===== src/rtl/request_encoder_32to5_pkg.sv =====
// Shared constants and FSM encoding for the request encoder.
package request_encoder_32to5_pkg;

  localparam int N_LINES = 32;
  localparam int CODE_W  = 5;

  typedef enum logic {
    IDLE    = 1'b0,
    PRESENT = 1'b1
  } state_t;

endpackage


===== src/rtl/priority_encoder_32to5.sv =====
// Combinational lowest-index-first priority encoder.
module priority_encoder_32to5 #(
  parameter int N_LINES = request_encoder_32to5_pkg::N_LINES,
  parameter int CODE_W  = request_encoder_32to5_pkg::CODE_W
) (
  input  logic [N_LINES-1:0] i_vec,
  output logic [CODE_W-1:0]  o_code,
  output logic               o_found
);

  // Scan downward so the lowest set index is the last to win.
  always_comb begin
    o_code  = '0;
    o_found = 1'b0;
    for (int i = N_LINES - 1; i >= 0; i--) begin
      if (i_vec[i]) begin
        o_code  = CODE_W'(i);
        o_found = 1'b1;
      end
    end
  end

endmodule


===== src/rtl/request_encoder_32to5.sv =====
// Captures request pulses into a pending set and
// presents them one code per handshake, lowest first.
module request_encoder_32to5 #(
  parameter int N_LINES = request_encoder_32to5_pkg::N_LINES,
  parameter int CODE_W  = request_encoder_32to5_pkg::CODE_W
) (
  input  logic               Clk,
  input  logic               Reset,
  input  logic [N_LINES-1:0] Req,
  input  logic               Enable,
  input  logic               Ready,
  output logic [CODE_W-1:0]  Code,
  output logic               Valid,
  output logic [N_LINES-1:0] Pending,
  output logic               Any,
  output logic               Overrun
);

  import request_encoder_32to5_pkg::*;

  state_t               r_state;
  state_t               w_state_nxt;
  logic [CODE_W-1:0]    r_code;
  logic [CODE_W-1:0]    w_code_nxt;
  logic [N_LINES-1:0]   r_pending;
  logic                 r_overrun;

  logic [N_LINES-1:0]   w_clr;
  logic [N_LINES-1:0]   w_set;
  logic [N_LINES-1:0]   w_avail;
  logic [CODE_W-1:0]    w_idx;
  logic                 w_found;
  logic                 w_ovr_hit;

  assign w_clr = (r_state == PRESENT && Ready)
               ? (N_LINES'(1) << r_code)
               : '0;
  assign w_set = Req & {N_LINES{Enable}};

  // Selection sees only registered lines; same-cycle Req waits.
  assign w_avail   = r_pending & ~w_clr;
  assign w_ovr_hit = |(w_set & w_avail);

  priority_encoder_32to5 #(
    .N_LINES (N_LINES),
    .CODE_W  (CODE_W)
  ) u_penc (
    .i_vec   (w_avail),
    .o_code  (w_idx),
    .o_found (w_found)
  );

  always_comb begin
    w_state_nxt = r_state;
    w_code_nxt  = r_code;
    unique case (r_state)
      IDLE: begin
        if (w_found) begin
          w_state_nxt = PRESENT;
          w_code_nxt  = w_idx;
        end
      end
      PRESENT: begin
        if (Ready) begin
          if (w_found) begin
            w_code_nxt = w_idx;
          end else begin
            w_state_nxt = IDLE;
            w_code_nxt  = '0;
          end
        end
      end
      default: begin
        w_state_nxt = IDLE;
        w_code_nxt  = '0;
      end
    endcase
  end

  always_ff @(posedge Clk) begin
    if (Reset) begin
      r_state   <= IDLE;
      r_code    <= '0;
      r_pending <= '0;
      r_overrun <= 1'b0;
    end else begin
      r_state   <= w_state_nxt;
      r_code    <= w_code_nxt;
      r_pending <= w_avail | w_set;
      r_overrun <= r_overrun | w_ovr_hit;
    end
  end

  assign Code    = r_code;
  assign Valid   = (r_state == PRESENT);
  assign Pending = r_pending;
  assign Any     = |r_pending;
  assign Overrun = r_overrun;

endmodule


===== config.mk =====
export PLATFORM = sky130hd
export DESIGN_NAME = request_encoder_32to5
export DESIGN_NICKNAME = d
export VERILOG_FILES = /design/src/rtl/request_encoder_32to5_pkg.sv /design/src/rtl/priority_encoder_32to5.sv /design/src/rtl/request_encoder_32to5.sv
export SDC_FILE = /design/constraint.sdc
export NUM_CORES = 1
export LEC_CHECK = 0
export CAP_MARGIN = 20
export CELL_PAD_IN_SITES_DETAIL_PLACEMENT = 1
export CELL_PAD_IN_SITES_GLOBAL_PLACEMENT = 1
export CORE_MARGIN = 3
export CORE_UTILIZATION = 34
export CTS_CLUSTER_DIAMETER = 100
export DETAILED_ROUTE_END_ITERATION = 10
export GPL_TIMING_DRIVEN = 0
export PLACE_DENSITY_LB_ADDON = 0.1
export SYNTH_ARGS = -nofsm -noshare
export SYNTH_HDL_FRONTEND = slang
export SYNTH_SLANG_ARGS = --single-unit

===== constraint.sdc =====
create_clock -name Clk -period 2.65 [get_ports Clk]
set_clock_uncertainty 0.1 [all_clocks]
set_input_delay 0.6625 -clock Clk [delete_from_list [all_inputs] [get_ports Clk]]
set_output_delay 0.6625 -clock Clk [all_outputs]
set_load 0.05 [all_outputs]

==> reports/results.ini, run 1 <==
[outcome]
status = finished, violations left
failed_checks = negative setup slack

[critical_path]
critical_path.slowest_cell = dfxtp_2
critical_path_buffers_and_inverters = 1
cp_data_required_time_ns = 2.79
worstReg2RegStart = Code[0]
cp-start-kind = flip-flop
peak_fanout_along_the_critical_path = 10
critPathCaptureType = flip-flop
ff2ff_setup_slack_ns = -0.002
critical_path.cell_chain = buf_8 > mux2_2 > o32a_1 > nor4_4 > nand3_2 > o31a_1 > nor2_4 > a32o_1
worst-endpoint-arrival_ns = 2.79
crit_path_largest_cell_delay_ns = 0.42
reg2reg_to = Code[1]
timing.setup.critical_path_class = reg2reg
critical-path-top-delay-family = compound AO/OA/AOI/OAI gates
reg2reg_depth = 8

[sta]
setup-violations-final = 1
slew_viol_final = 0
maximum_achievable_frequency_ghz = 0.3770
part_of_the_cycle_the_worst_path_needs = 1.001
slew-limit-headroom = 0.4837
layout_setup_ws_ns = -0.002349
max_slew.worst_pin.slew_ns = 0.7744
finalHoldWorstSlack_ns = 0.4153
report.final.hold_viol_count = 0
totalNegativeSetupSlack_ns = -0.002349
final.min_clock_period_ns = 2.652

[drt]
post_drt_via_cell_ratio = 6.017
drt_wl_total_um = 11930
drc = 0
drt_iter0_drc = 177
pre_antenna_drt_iters = 5
routed_antenna_nets = 0
route.detailed.wl_per_inst_um = 22.67
vias = 3165

[global_route]
track_usage = 0.2636
first_global_vias = 3061
grt_remaining_overflow = 0
antenna_found_initial = 0
grt_first_pass_wirelength_um = 17600
pin_count_of_the_biggest_net_entering_global_routing = 12

[power]
ir_worst_vdd_v = 0.0001741
power_density_nw_per_um2 = 508.6
leakage_power_total_nw = 1.379
total_power_w = 0.001955

[synthesis]
synth_warnings = 0
number_of_register_bits_inferred_by_synthesis = 39
ys_seq_area_frac = 0.2953
mappedNetlistArea_um2 = 2644
synth_edf_count = 0
synthesis.area_per_instance_um2 = 7.663
number_of_instances_in_the_synthesized_netlist = 345
predominant_post_synthesis_flop_cell = dfxtp_1
mappedNetlistNets = 381
synth.distinct_cells = 64
synth-async-reset-ratio = 0

[clocking]
clock_transition_at_the_registers_of_the_reported_paths_ns = 0.09
cts-buffers-inserted = 5
ctsRootBufferMaster = clkbuf_8
cts_tree = yes
clk_latency_ns = 0.31
clock_sinks = 39
clockBufferDepth = 2
h_tree_levels = 2

[floorplan]
pin_count = 76
std_cell_rows = 31
die-width_um = 94.18
floorplan.die_area_um2 = 8870
core_um2 = 7408
start_util = 0.3569
die_y_um = 94.18

[placement]
gp_routability_congestion = 0.9294
post-place-cells = 518
detailed_place_hpwl_um = 8714
numPortBuffers = 74

[finish]
design.final.nets = 463
drive_above_1_share = 0.1686
layout.cells.most_common_list = clkdlybuf4s50_1, nor2_1, a21oi_1
finalNonFillerCells = 526
fillerInstances = 886
area_growth_syn_to_layout_pct = 45.39
layout_commonest_cell = clkdlybuf4s50_1
num_antenna_cells = 0

[worst_hold_path]
hold_class = reg2reg
holdPathEnd = Overrun
hold_path_depth = 2
min_from = Overrun

[flow_run]
maxCapViolCount = 0

==> final cells by class <==
type	instances	area, um^2	area share
plain buffers	18	111.4	0.02897
clock buffers	6	82.58	0.02148
clock inverters	1	5.005	0.001302
inverters	15	56.30	0.01465
multi-input cells	271	1911	0.4971
flip-flops and latches	39	790.8	0.2057
well taps	99	123.9	0.03223
repair buffers	77	763.2	0.1986
==> how the worst max path moves through the flow <==
stage | from | depth (start not counted) | end
2_1_floorplan | Valid | 8 | Code[2]
3_3_place_gp | Ready | 8 | Overrun
3_5_place_dp | Ready | 8 | Overrun
4_1_cts | Ready | 8 | Overrun
5_1_grt | Code[0] | 8 | Code[1]
6_report | Code[0] | 8 | Code[1]
==> flip-flops by register name (all words and copies together) (netlist names) <==
| register | flops |
|---|---|
| Pending | 32 |
| Code | 5 |
| Valid | 1 |
| Overrun | 1 |
==> cells by family after synthesis <==
kind of cell,after synthesis,synth area share
compound gates,129,0.3322
simple gates,126,0.2461
flops,39,0.2953
buf+inv,35,0.05963
mux,16,0.06673
==> layer usage <==
metal / track usage / share of wire
met4: 0.05295 / 0.020
met5: 0 / 0
met3: 0.03125 / 0.066
met1: 0.3740 / 0.44
met2: 0.4285 / 0.47
==> power breakdown <==
group	total (W)	leakage, nW	internal, W	switching [W]
Sequential	0.000697	0.325	0.000630	0.0000668
Combinational	0.000815	1.01	0.000309	0.000506
Clock	0.000443	0.0470	0.000205	0.000238
Total	0.00195	1.38	0.00114	0.000811
==> cells in the mapped netlist, types with 3 or more instances <==
master / count / area [um^2]
mux2i_1: 9 / 90.09
nand2b_1: 5 / 31.28
mux2_2: 4 / 45.04
o21ai_1: 3 / 15.01
nor4_1: 7 / 43.79
inv_1: 15 / 56.30
a21boi_0: 4 / 30.03
o211ai_1: 4 / 30.03
nand3_1: 10 / 50.05
o21a_1: 9 / 67.56
or2_2: 3 / 18.77
o21ai_0: 12 / 60.06
buf_2: 6 / 30.03
clkbuf_1: 11 / 41.29
nand4_1: 3 / 18.77
o31ai_1: 12 / 90.09
or3_1: 3 / 18.77
dfxtp_1: 39 / 780.8
o31a_1: 6 / 52.55
nand2_1: 34 / 127.6
o22ai_1: 4 / 25.02
a31oi_1: 6 / 37.54
a21oi_1: 38 / 190.2
a22oi_1: 7 / 52.55
nor2_1: 38 / 142.6
==> stage by stage <==
stage | instance area [um^2] | util | setup slack (ns)
6_report | 3844 | 0.5188 | -0.002349
5_1_grt | 3844 | 0.5188 | -0.07203
4_1_cts | 3717 | 0.5018 | -0.003460
3_5_place_dp | 3508 | 0.4736 | -1.091
3_3_place_gp | 3508 | 0.4736 | -1.083
2_1_floorplan | 2644 | - | 0.05723
==> worst reg2reg max path, stage by stage, from the launching register on <==
cell     delay, ns
dfxtp_2       0.42
buf_8         0.19
mux2_2        0.35
o32a_1        0.37
nor4_4        0.38
nand3_2       0.16
o31a_1        0.32
nor2_4        0.12
a32o_1        0.17
==> what timing repair did <==
item / 4_1_cts / 5_1_grt
gates resized for setup: 36 / 30
buffers inserted: 1 / 2
hold buffers: 0 / 0
pin swaps: 2 / 7
endpoints found under the setup margin: 8 / 7
Note: power is estimated with default switching activity, not from simulation.
==> run 2: changes to the inputs <==
--- a/config.mk
+++ b/config.mk
@@ -8,7 +8,7 @@
 export CAP_MARGIN = 20
 export CELL_PAD_IN_SITES_DETAIL_PLACEMENT = 1
 export CELL_PAD_IN_SITES_GLOBAL_PLACEMENT = 1
-export CORE_MARGIN = 3
+export CORE_MARGIN = 2
 export CORE_UTILIZATION = 34
 export CTS_CLUSTER_DIAMETER = 100
 export DETAILED_ROUTE_END_ITERATION = 10
==> run 2 against run 1 <==
Net effect:
- the flow still finishes with violations (negative setup slack)
- hold slack gained 0.015 ns
- cell area grew 0.33%
- power shrank 1.6%
- non-clock buffer count grew 1
- utilization shrank 1.5 points
- via count shrank 1.7%
- sequential power is essentially flat
- largest power group unchanged
- highest routed layer unchanged
==> reports/results.ini, run 2 (synthesis gave the netlist of run 1 again) <==
[placement]
dpl_worst_slack_ns = -1.070
gp_routability_congestion = 0.9450
detailed_place_hpwl_um = 8784
numPortBuffers = 74

[drt]
pre_antenna_drt_iters = 4
drt_iter0_drc = 164
drc = 0
drt_wl_total_um = 11670
post_drt_via_cell_ratio = 5.857
routed_antenna_nets = 0
vias = 3110
route.detailed.wl_per_inst_um = 21.98

[floorplan]
floorplan.die_area_um2 = 8497
die-width_um = 92.18
std_cell_rows = 32
pin_count = 76
core_um2 = 7647
start_util = 0.3457
die_y_um = 92.18

[critical_path]
ff2ff_setup_slack_ns = 0.10
critPathCaptureType = output pin
startpoint = Pending[16]
critical_path.cell_chain = or2_2 > nor3_1 > nand3_1 > or3_4 > buf_8
worstReg2RegStart = Code[2]
timing.setup.critical_path_class = reg2out
critical_path.slowest_cell = or3_4
reg2reg_depth = 8
peak_fanout_along_the_critical_path = 4
worst-endpoint-arrival_ns = 1.89
crit_path_largest_cell_delay_ns = 0.43
cp_data_required_time_ns = 1.89
reg2reg_to = Code[0]
cp-start-kind = flip-flop
critical_path.endpoint = Any

[power]
cell_internal_pwr_w = 0.001127
clock_power_share = 0.214
seq_power_share = 0.363
switching_share = 0.4139
ir_worst_vdd_v = 0.0002265
leakage_power_total_nw = 1.381
power_density_nw_per_um2 = 498.6
comb_power_share = 0.423
p_sw_w = 0.0007959
total_power_w = 0.001923

[clocking]
cts-buffers-inserted = 5
cts_tree = yes
clock_sinks = 39
h_tree_levels = 2
clockBufferDepth = 2
post_cts_hold_buffer_count = 0
ctsRootBufferMaster = clkbuf_8
clk_latency_ns = 0.30
clock_transition_at_the_registers_of_the_reported_paths_ns = 0.09

[sta]
report.final.hold_viol_count = 0
grt_setup_unrepaired = true
max_slew.worst_pin.slew_ns = 0.6984
setup-violations-final = 1
part_of_the_cycle_the_worst_path_needs = 1.000
totalNegativeSetupSlack_ns = -0.0003211
finalHoldWorstSlack_ns = 0.4307
final.min_clock_period_ns = 2.650
slew-limit-headroom = 0.5344
layout_setup_ws_ns = -0.0003211
maximum_achievable_frequency_ghz = 0.3773
slew_viol_final = 0

[outcome]
failed_checks = negative setup slack
status = finished, violations left

[finish]
drive_above_1_share = 0.1725
largest_reg_flops = 32
area_growth_syn_to_layout_pct = 45.86
layout.cells.most_common_list = clkdlybuf4s50_1, nor2_1, a21oi_1
layout.core_utilization = 0.5043
layout_commonest_cell = clkdlybuf4s50_1
num_antenna_cells = 0
design.final.nets = 464
fillerInstances = 932

[worst_hold_path]
min_from = Overrun
hold_class = reg2reg

[flow_run]
maxCapViolCount = 0

[global_route]
grt_remaining_overflow = 0
first_global_vias = 3308
pin_count_of_the_biggest_net_entering_global_routing = 12
antenna_found_initial = 0
track_usage = 0.2825
grt_first_pass_wirelength_um = 18260

[run 2: cell types whose count changed in the layout (fill, tap and decap cells not counted), sizes merged]
cell / previous run / this run
buf: 10 / 14
clkbuf: 19 / 17
[run 2: worst min path at each step]
stage	endpoint	slack (ns)	depth (start not counted)
after floorplan	Pending[31]	0.61	2
after global placement	Overrun	0.40	2
after detailed placement	Overrun	0.42	2
after CTS	Overrun	0.43	2
after global routing	Overrun	0.48	2
final	Overrun	0.43	2
[run 2: metrics by stage]
stage	cells	instance area, um^2
after global routing	531	3856
after global placement	521	3512
after CTS	528	3727
final	531	3856
after detailed placement	521	3512
after floorplan	345	2644
[run 2: cell type report]
| cell class | count | area (um^2) | share of cell area |
|---|---|---|---|
| Clock buffer | 7 | 76.32 | 0.01979 |
| Timing Repair Buffer | 79 | 778.2 | 0.2018 |
| Tap cell | 102 | 127.6 | 0.03310 |
| Multi-Input combinational cell | 271 | 1914 | 0.4964 |
| Inverter | 15 | 56.30 | 0.01460 |
| Buffer | 17 | 103.9 | 0.02693 |
| Clock inverter | 1 | 5.005 | 0.001298 |
| Sequential cell | 39 | 794.5 | 0.2060 |
[run 2: worst max-delay path: cells and delay by family (launching register included)]
kind / cells / cell delay, ns
AND/OR/NAND/NOR: 4 / 1.06
flip-flops: 1 / 0.36
buffers and inverters: 1 / 0.16
[run 2: what timing repair did]
item / CTS / global route
gates resized for setup: 42 / 25
setup buffers: 1 / 4
endpoints found under the hold margin: 0 / 0
pin swaps: 3 / 5
endpoints found under the setup margin: 8 / 6
[run 2: per-layer routing]
| layer | vias up | global-route usage | part of all wire |
|---|---|---|---|
| met2 | 112 | 0.4859 | 0.48 |
| met5 | - | 0 | 0 |
| li1 | 1474 | - | - |
| met3 | 20 | 0.06163 | 0.070 |
| met4 | 0 | 0.08706 | 0.021 |
| met1 | 1504 | 0.3520 | 0.43 |
[run 2: power by group through the flow]
stage,Combinational [W],Clock (W),Sequential (W)
global placement,0.000734,0,0.000701
floorplan,0.000325,0,0.000832
CTS,0.000770,0.000425,0.000693
global route,0.000863,0.000445,0.000704
detailed placement,0.000740,0,0.000703
finish,0.000813,0.000412,0.000697
